**config.mk**
```make
export PLATFORM = sky130hd
export DESIGN_NAME = uart_bram_dump
export DESIGN_NICKNAME = d
export VERILOG_FILES = /design/src/rtl/uart_bram_dump_pkg.sv /design/src/rtl/uart_bram_dump_addr_gen.sv /design/src/rtl/uart_bram_dump.sv
export SDC_FILE = /design/constraint.sdc
export NUM_CORES = 1
export LEC_CHECK = 0
export CAP_MARGIN = 15
export CORE_ASPECT_RATIO = 1.4
export CORE_MARGIN = 2
export CORE_UTILIZATION = 54
export CTS_BUF_LIST = sky130_fd_sc_hd__clkbuf_8
export CTS_CLUSTER_SIZE = 14
export DETAILED_ROUTE_END_ITERATION = 8
export PLACE_DENSITY = 0.88
export SYNTH_ARGS = -nofsm -noshare
export SYNTH_HDL_FRONTEND = slang
export SYNTH_SLANG_ARGS = --single-unit
```
**constraint.sdc**
```tcl
create_clock -name clk -period 3.09 [get_ports clk]
set_input_delay 0.309 -clock clk [delete_from_list [all_inputs] [get_ports clk]]
set_output_delay 0.309 -clock clk [all_outputs]
set_load 0.1 [all_outputs]
```
**src/rtl/uart_bram_dump_pkg.sv**
```systemverilog
// Shared definitions for the BRAM-to-UART dump engine.
//   DEF_*   : default parameter values for the top and the address generator
//   state_e : dump FSM state encoding
package uart_bram_dump_pkg;

   localparam int unsigned DEF_ADDR_W      = 12;
   localparam int unsigned DEF_DATA_W      = 8;
   localparam int unsigned DEF_RD_LAT      = 1;
   localparam int unsigned DEF_ACK_TIMEOUT = 4;

   typedef enum logic [2:0] {
      StIdle,
      StRd,
      StRdWait,
      StLoad,
      StTxWait,
      StSend,
      StAck,
      StFin
   } state_e;

endpackage

```
**src/rtl/uart_bram_dump_addr_gen.sv**
```systemverilog
// Address/count bookkeeping for one dump run.
//   clk, rst        : clock, async active-low reset
//   load            : accepted start; latches base/length and clears the count
//   advance         : current byte handed off; bump pointer and count
//   base_addr       : first address of the run
//   length          : bytes in the run (0..2^ADDR_W)
//   ptr, nxt_ptr    : current read pointer and its wrapped successor
//   sent_cnt        : bytes handed off so far
//   last            : the byte in flight is the final one of the run
module uart_bram_dump_addr_gen
   import uart_bram_dump_pkg::*;
#(
   parameter int unsigned ADDR_W = DEF_ADDR_W
) (
   input  logic              clk,
   input  logic              rst,
   input  logic              load,
   input  logic              advance,
   input  logic [ADDR_W-1:0] base_addr,
   input  logic [ADDR_W:0]   length,
   output logic [ADDR_W-1:0] ptr,
   output logic [ADDR_W-1:0] nxt_ptr,
   output logic [ADDR_W:0]   sent_cnt,
   output logic              last
);

   localparam logic [ADDR_W-1:0] PTR_ONE = 1;
   localparam logic [ADDR_W:0]   CNT_ONE = 1;

   logic [ADDR_W:0] len_q;

   // Natural overflow of the ADDR_W-bit add gives the modulo-2^ADDR_W wrap.
   assign nxt_ptr = ptr + PTR_ONE;
   assign last    = (sent_cnt + CNT_ONE) == len_q;

   always_ff @(posedge clk or negedge rst) begin
      if (!rst) begin
         ptr      <= '0;
         len_q    <= '0;
         sent_cnt <= '0;
      end else if (load) begin
         ptr      <= base_addr;
         len_q    <= length;
         sent_cnt <= '0;
      end else if (advance) begin
         ptr      <= nxt_ptr;
         sent_cnt <= sent_cnt + CNT_ONE;
      end
   end

endmodule

```
**src/rtl/uart_bram_dump.sv**
```systemverilog
// Streams a contiguous (possibly wrapping) BRAM range out through UART_tx,
// one byte in flight at a time.
//   clk, rst               : clock, async active-low reset
//   start, abort           : run request (IDLE only) and synchronous abort
//   base_addr, length      : run range, latched on accepted start
//   bram_en/addr/dout      : BRAM read port
//   tx_busy, tx_start      : UART_tx handshake
//   byte_to_send           : byte for UART_tx, held until the next load
//   busy, done, err        : run active, end-of-run pulse, sticky ack timeout
//   cur_addr, sent_cnt     : last loaded address, bytes handed off this run
module uart_bram_dump
   import uart_bram_dump_pkg::*;
#(
   parameter int unsigned ADDR_W      = DEF_ADDR_W,
   parameter int unsigned DATA_W      = DEF_DATA_W,
   parameter int unsigned RD_LAT      = DEF_RD_LAT,
   parameter int unsigned ACK_TIMEOUT = DEF_ACK_TIMEOUT
) (
   input  logic              clk,
   input  logic              rst,
   input  logic              start,
   input  logic              abort,
   input  logic [ADDR_W-1:0] base_addr,
   input  logic [ADDR_W:0]   length,
   output logic              bram_en,
   output logic [ADDR_W-1:0] bram_addr,
   input  logic [DATA_W-1:0] bram_dout,
   input  logic              tx_busy,
   output logic              tx_start,
   output logic [DATA_W-1:0] byte_to_send,
   output logic              busy,
   output logic              done,
   output logic              err,
   output logic [ADDR_W-1:0] cur_addr,
   output logic [ADDR_W:0]   sent_cnt
);

   localparam int unsigned      TMO_W     = $clog2(ACK_TIMEOUT + 1);
   localparam logic [1:0]       WAIT_LAST = 2'(RD_LAT - 1);
   localparam logic [TMO_W-1:0] TMO_LAST  = TMO_W'(ACK_TIMEOUT - 1);

   state_e            state;
   logic [1:0]        wait_cnt;
   logic [TMO_W-1:0]  tmo_cnt;
   logic              load;
   logic              advance;
   logic              ack_expired;
   logic              last;
   logic [ADDR_W-1:0] ptr;
   logic [ADDR_W-1:0] nxt_ptr;

   assign load        = (state == StIdle) && start && !abort;
   assign ack_expired = (tmo_cnt == TMO_LAST);
   // A timed-out byte is still counted so the run always terminates.
   assign advance     = (state == StAck) && !abort && (tx_busy || ack_expired);

   uart_bram_dump_addr_gen #(
      .ADDR_W (ADDR_W)
   ) u_addr_gen (
      .clk       (clk),
      .rst       (rst),
      .load      (load),
      .advance   (advance),
      .base_addr (base_addr),
      .length    (length),
      .ptr       (ptr),
      .nxt_ptr   (nxt_ptr),
      .sent_cnt  (sent_cnt),
      .last      (last)
   );

   // bram_en/tx_start are set on entry to RD/SEND so they are visible while in
   // those states; done is set on leaving FIN, together with busy dropping.
   always_ff @(posedge clk or negedge rst) begin
      if (!rst) begin
         state        <= StIdle;
         wait_cnt     <= '0;
         tmo_cnt      <= '0;
         bram_en      <= 1'b0;
         bram_addr    <= '0;
         tx_start     <= 1'b0;
         byte_to_send <= '0;
         busy         <= 1'b0;
         done         <= 1'b0;
         err          <= 1'b0;
         cur_addr     <= '0;
      end else begin
         bram_en  <= 1'b0;
         tx_start <= 1'b0;
         done     <= 1'b0;
         if (abort) begin
            if (state != StIdle) begin
               state <= StIdle;
               busy  <= 1'b0;
            end
         end else begin
            unique case (state)
               StIdle: begin
                  if (start) begin
                     busy <= 1'b1;
                     err  <= 1'b0;
                     if (length == '0) begin
                        state <= StFin;
                     end else begin
                        state     <= StRd;
                        bram_en   <= 1'b1;
                        bram_addr <= base_addr;
                     end
                  end
               end
               StRd: begin
                  state    <= StRdWait;
                  wait_cnt <= '0;
               end
               StRdWait: begin
                  if (wait_cnt == WAIT_LAST) state <= StLoad;
                  else                       wait_cnt <= wait_cnt + 2'd1;
               end
               StLoad: begin
                  byte_to_send <= bram_dout;
                  cur_addr     <= ptr;
                  state        <= StTxWait;
               end
               StTxWait: begin
                  if (!tx_busy) begin
                     state    <= StSend;
                     tx_start <= 1'b1;
                  end
               end
               StSend: begin
                  state   <= StAck;
                  tmo_cnt <= '0;
               end
               StAck: begin
                  if (tx_busy || ack_expired) begin
                     if (!tx_busy) err <= 1'b1;
                     if (last) begin
                        state <= StFin;
                     end else begin
                        state     <= StRd;
                        bram_en   <= 1'b1;
                        bram_addr <= nxt_ptr;
                     end
                  end else begin
                     tmo_cnt <= tmo_cnt + 1'b1;
                  end
               end
               StFin: begin
                  state <= StIdle;
                  busy  <= 1'b0;
                  done  <= 1'b1;
               end
               default: state <= StIdle;
            endcase
         end
      end
   end

endmodule

```
==> reports/metrics.cfg, run 1 <==
[synth]
synthDistinctLibCells=55
synth_seq_cells=83
postSynthAreaPerCell_um2=9.65
ys_warn_count=0
async_reset_ff_share_pct=100
ys_seq_area_share_pct=46.9
syn-cell-area_um2=4430
synth_nets=502
synth_edf_count=0
netlist_instances=459
ys.flop_type=dfrtp_1
netlist.area_leader.share_pct=46.9
synth_area_leader_cell=dfrtp_1
synth_area_leaders=dfrtp_1 47%, nand2_1 7.7%, mux2_2 6.1%, o21ai_0 5.0%, xnor2_1 4.0%

[power_and_ir_drop]
power_switching_w=0.00310
p_sw_share_pct=51.7
internal_power_w=0.00290
leakage_nw=2.43
peakVddDrop_uv=878
power_frac_comb_pct=54.4
seq_power_share_pct=31.7
pwr-share-clk_pct=13.9
powerDensity_nw_per_um2=1080

[die]
die_w_um=80.6
dieHeight_um=111
design.core.area_um2=8050
ios=88
start_util_pct=55.0
die_area_um2=8960
rows=39

[global_routing]
grt_pass1_wl_um=17600
first_global_vias=3691
grt_antenna_before_repair=0
track_usage_pct=25.3
grt_remaining_overflow=0
grt_max_degree=84

[cts]
post_cts_buffers=0
cts_buffer_depth=2
cts_root_buffer=clkbuf_8
cts_made_buffers=9
h-tree-depth=3
cts_tree=built
cts_sinks=83
clk_pin_slew_ns=0.09
cts.repair.resized=0
clkLatencyLatePin_ns=0.37
hold_buffers=0

[placed_design]
dp_hpwl_um=7660
numPortBuffers=87
dpl_worst_slack_ns=0.176
gp_congestion=0.876

[sta]
setup_tns_ns=0
relSlewSlack_pct=32.1
period_minus_slack_ns=2.84
rsz0062_at_grt=false
hold_viol_final=0
finalMaxSlewViolations=0
setup_viol=0
worstMarginPinSlew_ns=1.02
setup_slack_ns=0.245
fin_skew_ns=0.0102
max_freq_mhz=352
period_share_pct=92.1

[setup_path]
timing.rr.start=u_addr_gen.sent_cnt[0]
startpoint_type=flip-flop
worstRegToRegCells=7
reg2reg_to=bram_addr[3]
cp_top_family=compound AO/OA/AOI/OAI gates
max_stage_delay_ns=0.80
worstPathRequired_ns=3.35
cp_data_arrival_time_ns=3.10
worst_setup_path_end_kind=flip-flop
cp_cell_sequence=ha_1 > nand2_1 > nor3_2 > xnor2_1 > nor4_2 > a31oi_2 > mux2_2
path_buf_inv=0
path_class=reg2reg
cp_slowest_cell=a31oi_2
reg2reg_slack_ns=0.25
cp_max_fo=13

[layout]
layout_common_cells=91 x nand2_1, 82 x dfrtp_1, 71 x clkdlybuf4s50_1
n_fill_cell=613
drive_gt1_share_pct=16.2
final_nets=581
multi_input_area_um2=2210
diodes=0
final_common_cell=nand2_1
seq_area_um2=2080
final_util_pct=68.9
syn2layout_area_growth_pct=25.2

[detailed_routing]
drt-initial-drc-count=359
drc=0
routed_wl_um=10700
firstDrtPassIters=6
viasPerCell=5.79
antenna_left=0
num_vias=3735
wl_per_cell_um=16.6

[status]
status=finished clean

[flow_run]
drv_cap=0

[hold_path]
hold_class=in2async

[worst reg2reg max path, delay by kind of cell (launching register included)]
family / cells / cell delay (ns)
AND/OR/NAND/NOR: 3 / 0.59
multiplexers: 1 / 0.41
AO/OA/AOI/OAI: 1 / 0.80
flip-flops: 1 / 0.43
XOR/XNOR: 1 / 0.21
adder cells (fa/ha/maj): 1 / 0.30
[layer usage]
layer	routed length, um	up-vias	track usage, %
li1	-	1769	-
met1	4370	1808	31.9
met2	5470	128	41.3
met3	587	30	5.62
met4	312	0	11.1
met5	0	-	0
[flip-flops by register name, indices dropped and copies added (netlist names)]
name and flops:
cur_addr 12, bram_en 1, bram_addr 12, wait_cnt 2
tx_start 1, tmo_cnt 3, done 1, u_addr_gen.sent_cnt 13
byte_to_send 8, busy 1, u_addr_gen.len_q 13, err 1
u_addr_gen.ptr 12, state 3
[how the worst max path moves through the flow]
stage / from / end / cells after the start
detailed placement: length[7] / bram_addr[11] / 7
global placement: length[7] / bram_addr[9] / 7
global route: u_addr_gen.sent_cnt[1] / bram_addr[5] / 7
finish: u_addr_gen.sent_cnt[0] / bram_addr[3] / 7
floorplan: u_addr_gen.sent_cnt[1] / bram_addr[0] / 9
CTS: u_addr_gen.sent_cnt[0] / bram_addr[3] / 7
[cell usage after synthesis (3+ instances only)]
master / number
nand2_1: 91
dfrtp_1: 83
o21ai_0: 44
nor2_1: 30
mux2_2: 24
xnor2_1: 20
clkbuf_1: 19
nor3_1: 10
a221o_1: 9
and3_1: 9
mux2_4: 9
nand2b_1: 9
nand3_1: 7
nor4_1: 7
a21oi_1: 6
inv_1: 6
nand4_1: 6
xor2_1: 6
buf_2: 5
ha_1: 5
nor3b_1: 5
o31ai_1: 4
and2_1: 3
nor2b_1: 3
[kinds of logic after synthesis]
| logic type | count (synthesis) | share of synthesized area (%) |
|---|---|---|
| xor gates and xnor gates | 26 | 5.14 |
| AOI/OAI and AO/OA | 85 | 13.0 |
| and+or+nand+nor | 193 | 21.1 |
| adders and majority gates | 5 | 1.41 |
| DFF | 83 | 46.9 |
| buffers and inverters | 34 | 3.28 |
| muxes | 33 | 9.15 |
[final cells by class]
| class | instances | area share, % |
|---|---|---|
| clock inverter | 6 | 1.29 |
| multi-input combinational | 342 | 39.9 |
| tap | 102 | 2.30 |
| clock buffer | 10 | 2.48 |
| inverter | 6 | 0.406 |
| sequential | 83 | 37.5 |
| timing repair buffer | 96 | 16.2 |
[power groups by stage]
stage                     sequential (W)  combinational (W)  clock (W)
final                            0.00190            0.00327   0.000833
after global routing             0.00196            0.00342   0.000893
after CTS                        0.00190            0.00328   0.000841
after detailed placement         0.00191            0.00327          0
after global placement           0.00188            0.00320          0
after floorplan                  0.00331            0.00105          0
[metrics by stage]
step / instance area, um^2 / hold slack (ns) / total power, W / std cells
floorplan: 4430 / 0.0134 / 0.00437 / 459
global placement: 5340 / 0.463 / 0.00508 / 629
detailed placement: 5340 / 0.475 / 0.00517 / 629
CTS: 5550 / 0.166 / 0.00602 / 645
global route: 5550 / 0.213 / 0.00628 / 645
finish: 5550 / 0.0967 / 0.00600 / 645
Note: power is estimated with default switching activity, not from simulation.
==> run 2, diff against run 1 <==
--- a/config.mk
+++ b/config.mk
@@ -5,14 +5,15 @@
 export SDC_FILE = /design/constraint.sdc
 export NUM_CORES = 1
 export LEC_CHECK = 0
+export ABC_AREA = 1
 export CAP_MARGIN = 15
 export CORE_ASPECT_RATIO = 1.4
 export CORE_MARGIN = 2
-export CORE_UTILIZATION = 54
+export CORE_UTILIZATION = 53
 export CTS_BUF_LIST = sky130_fd_sc_hd__clkbuf_8
 export CTS_CLUSTER_SIZE = 14
 export DETAILED_ROUTE_END_ITERATION = 8
-export PLACE_DENSITY = 0.88
+export PLACE_DENSITY = 0.87
 export SYNTH_ARGS = -nofsm -noshare
 export SYNTH_HDL_FRONTEND = slang
 export SYNTH_SLANG_ARGS = --single-unit
==> reports/metrics.cfg, run 2 <==
[placed_design]
gp_congestion=0.948  ; +8.2%
post_dp_cell_area_um2=5240  ; -1.8%
dpl_worst_slack_ns=0.796  ; +0.620 ns
numPortBuffers=87  ; unchanged
dp_hpwl_um=8130  ; +6.1%

[power_and_ir_drop]
leakage_nw=2.61  ; +7.3%
p_sw_share_pct=52.7  ; +0.99 points
powerDensity_nw_per_um2=1080  ; -0.47%
internal_power_w=0.00279  ; -3.9%
pwr-share-clk_pct=15.2  ; +1.3 points
power_frac_comb_pct=54.0  ; -0.4 points
peakVddDrop_uv=941  ; +7.3%
seq_power_share_pct=30.7  ; -1.0 points
power_w=0.00589  ; -1.9%
power_switching_w=0.00310  ; about the same

[hold_path]
hold_class=in2async

[sta]
setup_viol=0  ; unchanged
rsz0062_at_grt=false
period_share_pct=75.5  ; -17 points
max_freq_mhz=429  ; +22%
fin_skew_ns=0.0113  ; +0.00109 ns
period_minus_slack_ns=2.33  ; -0.512 ns
finalMaxSlewViolations=0  ; unchanged
setup_tns_ns=0  ; unchanged
setup_slack_ns=0.758  ; +0.512 ns
worstMarginPinSlew_ns=1.01  ; -0.0133 ns
hold_viol_final=0  ; unchanged
relSlewSlack_pct=33.0  ; +0.88 points

[synth]
synth_nets=571  ; +14%
syn-cell-area_um2=4370  ; -1.4%
synth_area_leader_cell=dfrtp_1
yosysMostFrequentCell=nand2_1
async_reset_ff_share_pct=100  ; unchanged
netlist.area_leader.share_pct=47.6  ; +0.67 points
synth_edf_count=0  ; unchanged
yosys-top-cells-count=138 x nand2_1, 83 x dfrtp_1, 56 x inv_1
ys_seq_area_share_pct=47.6  ; +0.67 points
ys_warn_count=0  ; unchanged
netlist_instances=528  ; +15%
ys.flop_type=dfrtp_1
synthDistinctLibCells=40  ; -27%
synth_seq_cells=83  ; unchanged
postSynthAreaPerCell_um2=8.27  ; -14%
synth_area_leaders=dfrtp_1 48%, nand2_1 12%, nand3_1 5.6%, inv_1 4.8%, o21ai_0 4.8%

[layout]
diodes=0  ; unchanged
top_regs=u_addr_gen.len_q (13), u_addr_gen.sent_cnt (13)
final_common_cell=nand2_1
drive_gt1_share_pct=16.0  ; -0.19 points
layout_common_cells=138 x nand2_1, 83 x dfrtp_1, 64 x clkdlybuf4s50_1
syn2layout_area_growth_pct=25.3  ; about the same
design_area_um2=5470  ; -1.4%
final_nets=656  ; +13%

[global_routing]
grt_pass1_wl_um=18300  ; +3.6%
grt_remaining_overflow=0  ; unchanged
first_global_vias=4001  ; +8.4%
grt_max_degree=84  ; unchanged
track_usage_pct=26.5  ; +1.2 points
grt_antenna_before_repair=0  ; unchanged

[detailed_routing]
viasPerCell=5.61  ; -3.2%
antenna_left=0  ; unchanged
drc=0  ; unchanged
wl_per_cell_um=15.3  ; -8.2%
drt-initial-drc-count=306  ; -15%
routed_wl_um=11000  ; +2.5%
firstDrtPassIters=5  ; -1
num_vias=4036  ; +8.1%

[flow_run]
drv_cap=0  ; unchanged

[die]
die_w_um=80.7  ; +0.21%
dieHeight_um=111  ; +0.22%
start_util_pct=53.9  ; -1.1 points
die_area_um2=8990  ; +0.43%
design.core.area_um2=8100  ; +0.61%
ios=88  ; unchanged
rows=39  ; unchanged

[cts]
cts_sinks=83  ; unchanged
cts_buffer_depth=2  ; unchanged
cts_made_buffers=9  ; unchanged
h-tree-depth=3  ; unchanged
hold_buffers=0  ; unchanged
cts.repair.resized=0  ; unchanged
cts_root_buffer=clkbuf_8
clkLatencyLatePin_ns=0.37  ; about the same
clk_pin_slew_ns=0.09  ; about the same
cts_tree=built
post_cts_buffers=0  ; unchanged

[setup_path]
max_stage_delay_ns=0.51  ; -0.29 ns
startpoint_type=flip-flop
crit_path_frequent_cell=nand2_1
worst_setup_path_end_kind=flip-flop
worstPathRequired_ns=3.39  ; +0.04 ns
cp_data_arrival_time_ns=2.64  ; -0.46 ns
cp_cell_sequence=ha_1 > nand2_2 > nor2_2 > nand2_1 > nand2_1 > nand2_1 > nand2_1 > nand2_1 > nor2_1 > nand2_1 > nor2_4 > nand3_4 > nand2_4 > nand2_2 > nand2_2
cp_slowest_cell=dfrtp_1
cp_max_fo=15  ; +2
path_class=reg2reg

[status]
status=finished clean

[run 2: changes by cell type after synthesis, sizes merged, moves of 18 or more]
cell	before	now
inv	6	64
mux2	33	9
nand2	91	163
nand3	8	52
xnor2	20	2
[run 2: routing by layer]
| metal | global-route usage, % | part of all wire, % |
|---|---|---|
| met2 | 44.3 | 52 |
| met4 | 15.6 | 4.2 |
| met1 | 30.5 | 38 |
| met5 | 0 | 0 |
| met3 | 6.16 | 5.9 |
[run 2: final timing paths]
| kind | end | from | cells past startpoint | slack (ns) |
|---|---|---|---|---|
| setup / recovery | bram_addr[10] | u_addr_gen.sent_cnt[0] | 15 | 0.76 |
| hold / removal | byte_to_send[0] | rst | 1 | 0.11 |
| setup reg to reg | bram_addr[10] | u_addr_gen.sent_cnt[0] | 15 | 0.76 |
| hold reg to reg | tmo_cnt[0] | tmo_cnt[0] | 1 | 0.49 |
| max in group asynchronous | wait_cnt[0] | rst | 1 | 2.35 |
| min in group clk | tmo_cnt[0] | tmo_cnt[0] | 1 | 0.49 |
[run 2: cell families (layout without fill, tap and decap cells)]
logic type | Yosys count | after routing | share of synthesized area, %
compound gates | 73 | 73 | 9.91
xor+xnor | 11 | 11 | 2.21
fa+ha+maj | 5 | 5 | 1.43
buf+inv | 82 | 172 | 7.76
flops | 83 | 83 | 47.6
mux | 9 | 9 | 2.32
simple gates | 265 | 265 | 28.8
[run 2: cell type report]
| type | count | area (um^2) |
|---|---|---|
| clock buffer | 11 | 151 |
| clock inverter | 5 | 76.3 |
| fill | 703 | 2630 |
| inverter | 65 | 244 |
| multi-input combinational | 363 | 1950 |
| sequential | 83 | 2080 |
| tap | 102 | 128 |
| timing repair buffer | 91 | 843 |
[run 2: power by group through the flow]
stage / Sequential, W / Clock (W) / Combinational, W
global route: 0.00185 / 0.000960 / 0.00337
CTS: 0.00180 / 0.000900 / 0.00319
floorplan: 0.00331 / 0 / 0.000913
detailed placement: 0.00182 / 0 / 0.00318
global placement: 0.00179 / 0 / 0.00311
finish: 0.00181 / 0.000898 / 0.00318
[run 2: worst max-delay path, delay by kind of cell (launching register included)]
family / cells / cell delay, ns
adder cells (fa/ha/maj): 1 / 0.24
AND/OR/NAND/NOR: 14 / 1.50
flip-flops: 1 / 0.51
[run 2: per-stage QoR]
| step | hold WS, ns | utilization, % | instances |
|---|---|---|---|
| floorplan | 0.0134 | - | 528 |
| global placement | 0.464 | 64.7 | 704 |
| detailed placement | 0.475 | 64.7 | 704 |
| CTS | 0.149 | 67.5 | 720 |
| global route | 0.195 | 67.5 | 720 |
| finish | 0.112 | 67.5 | 720 |
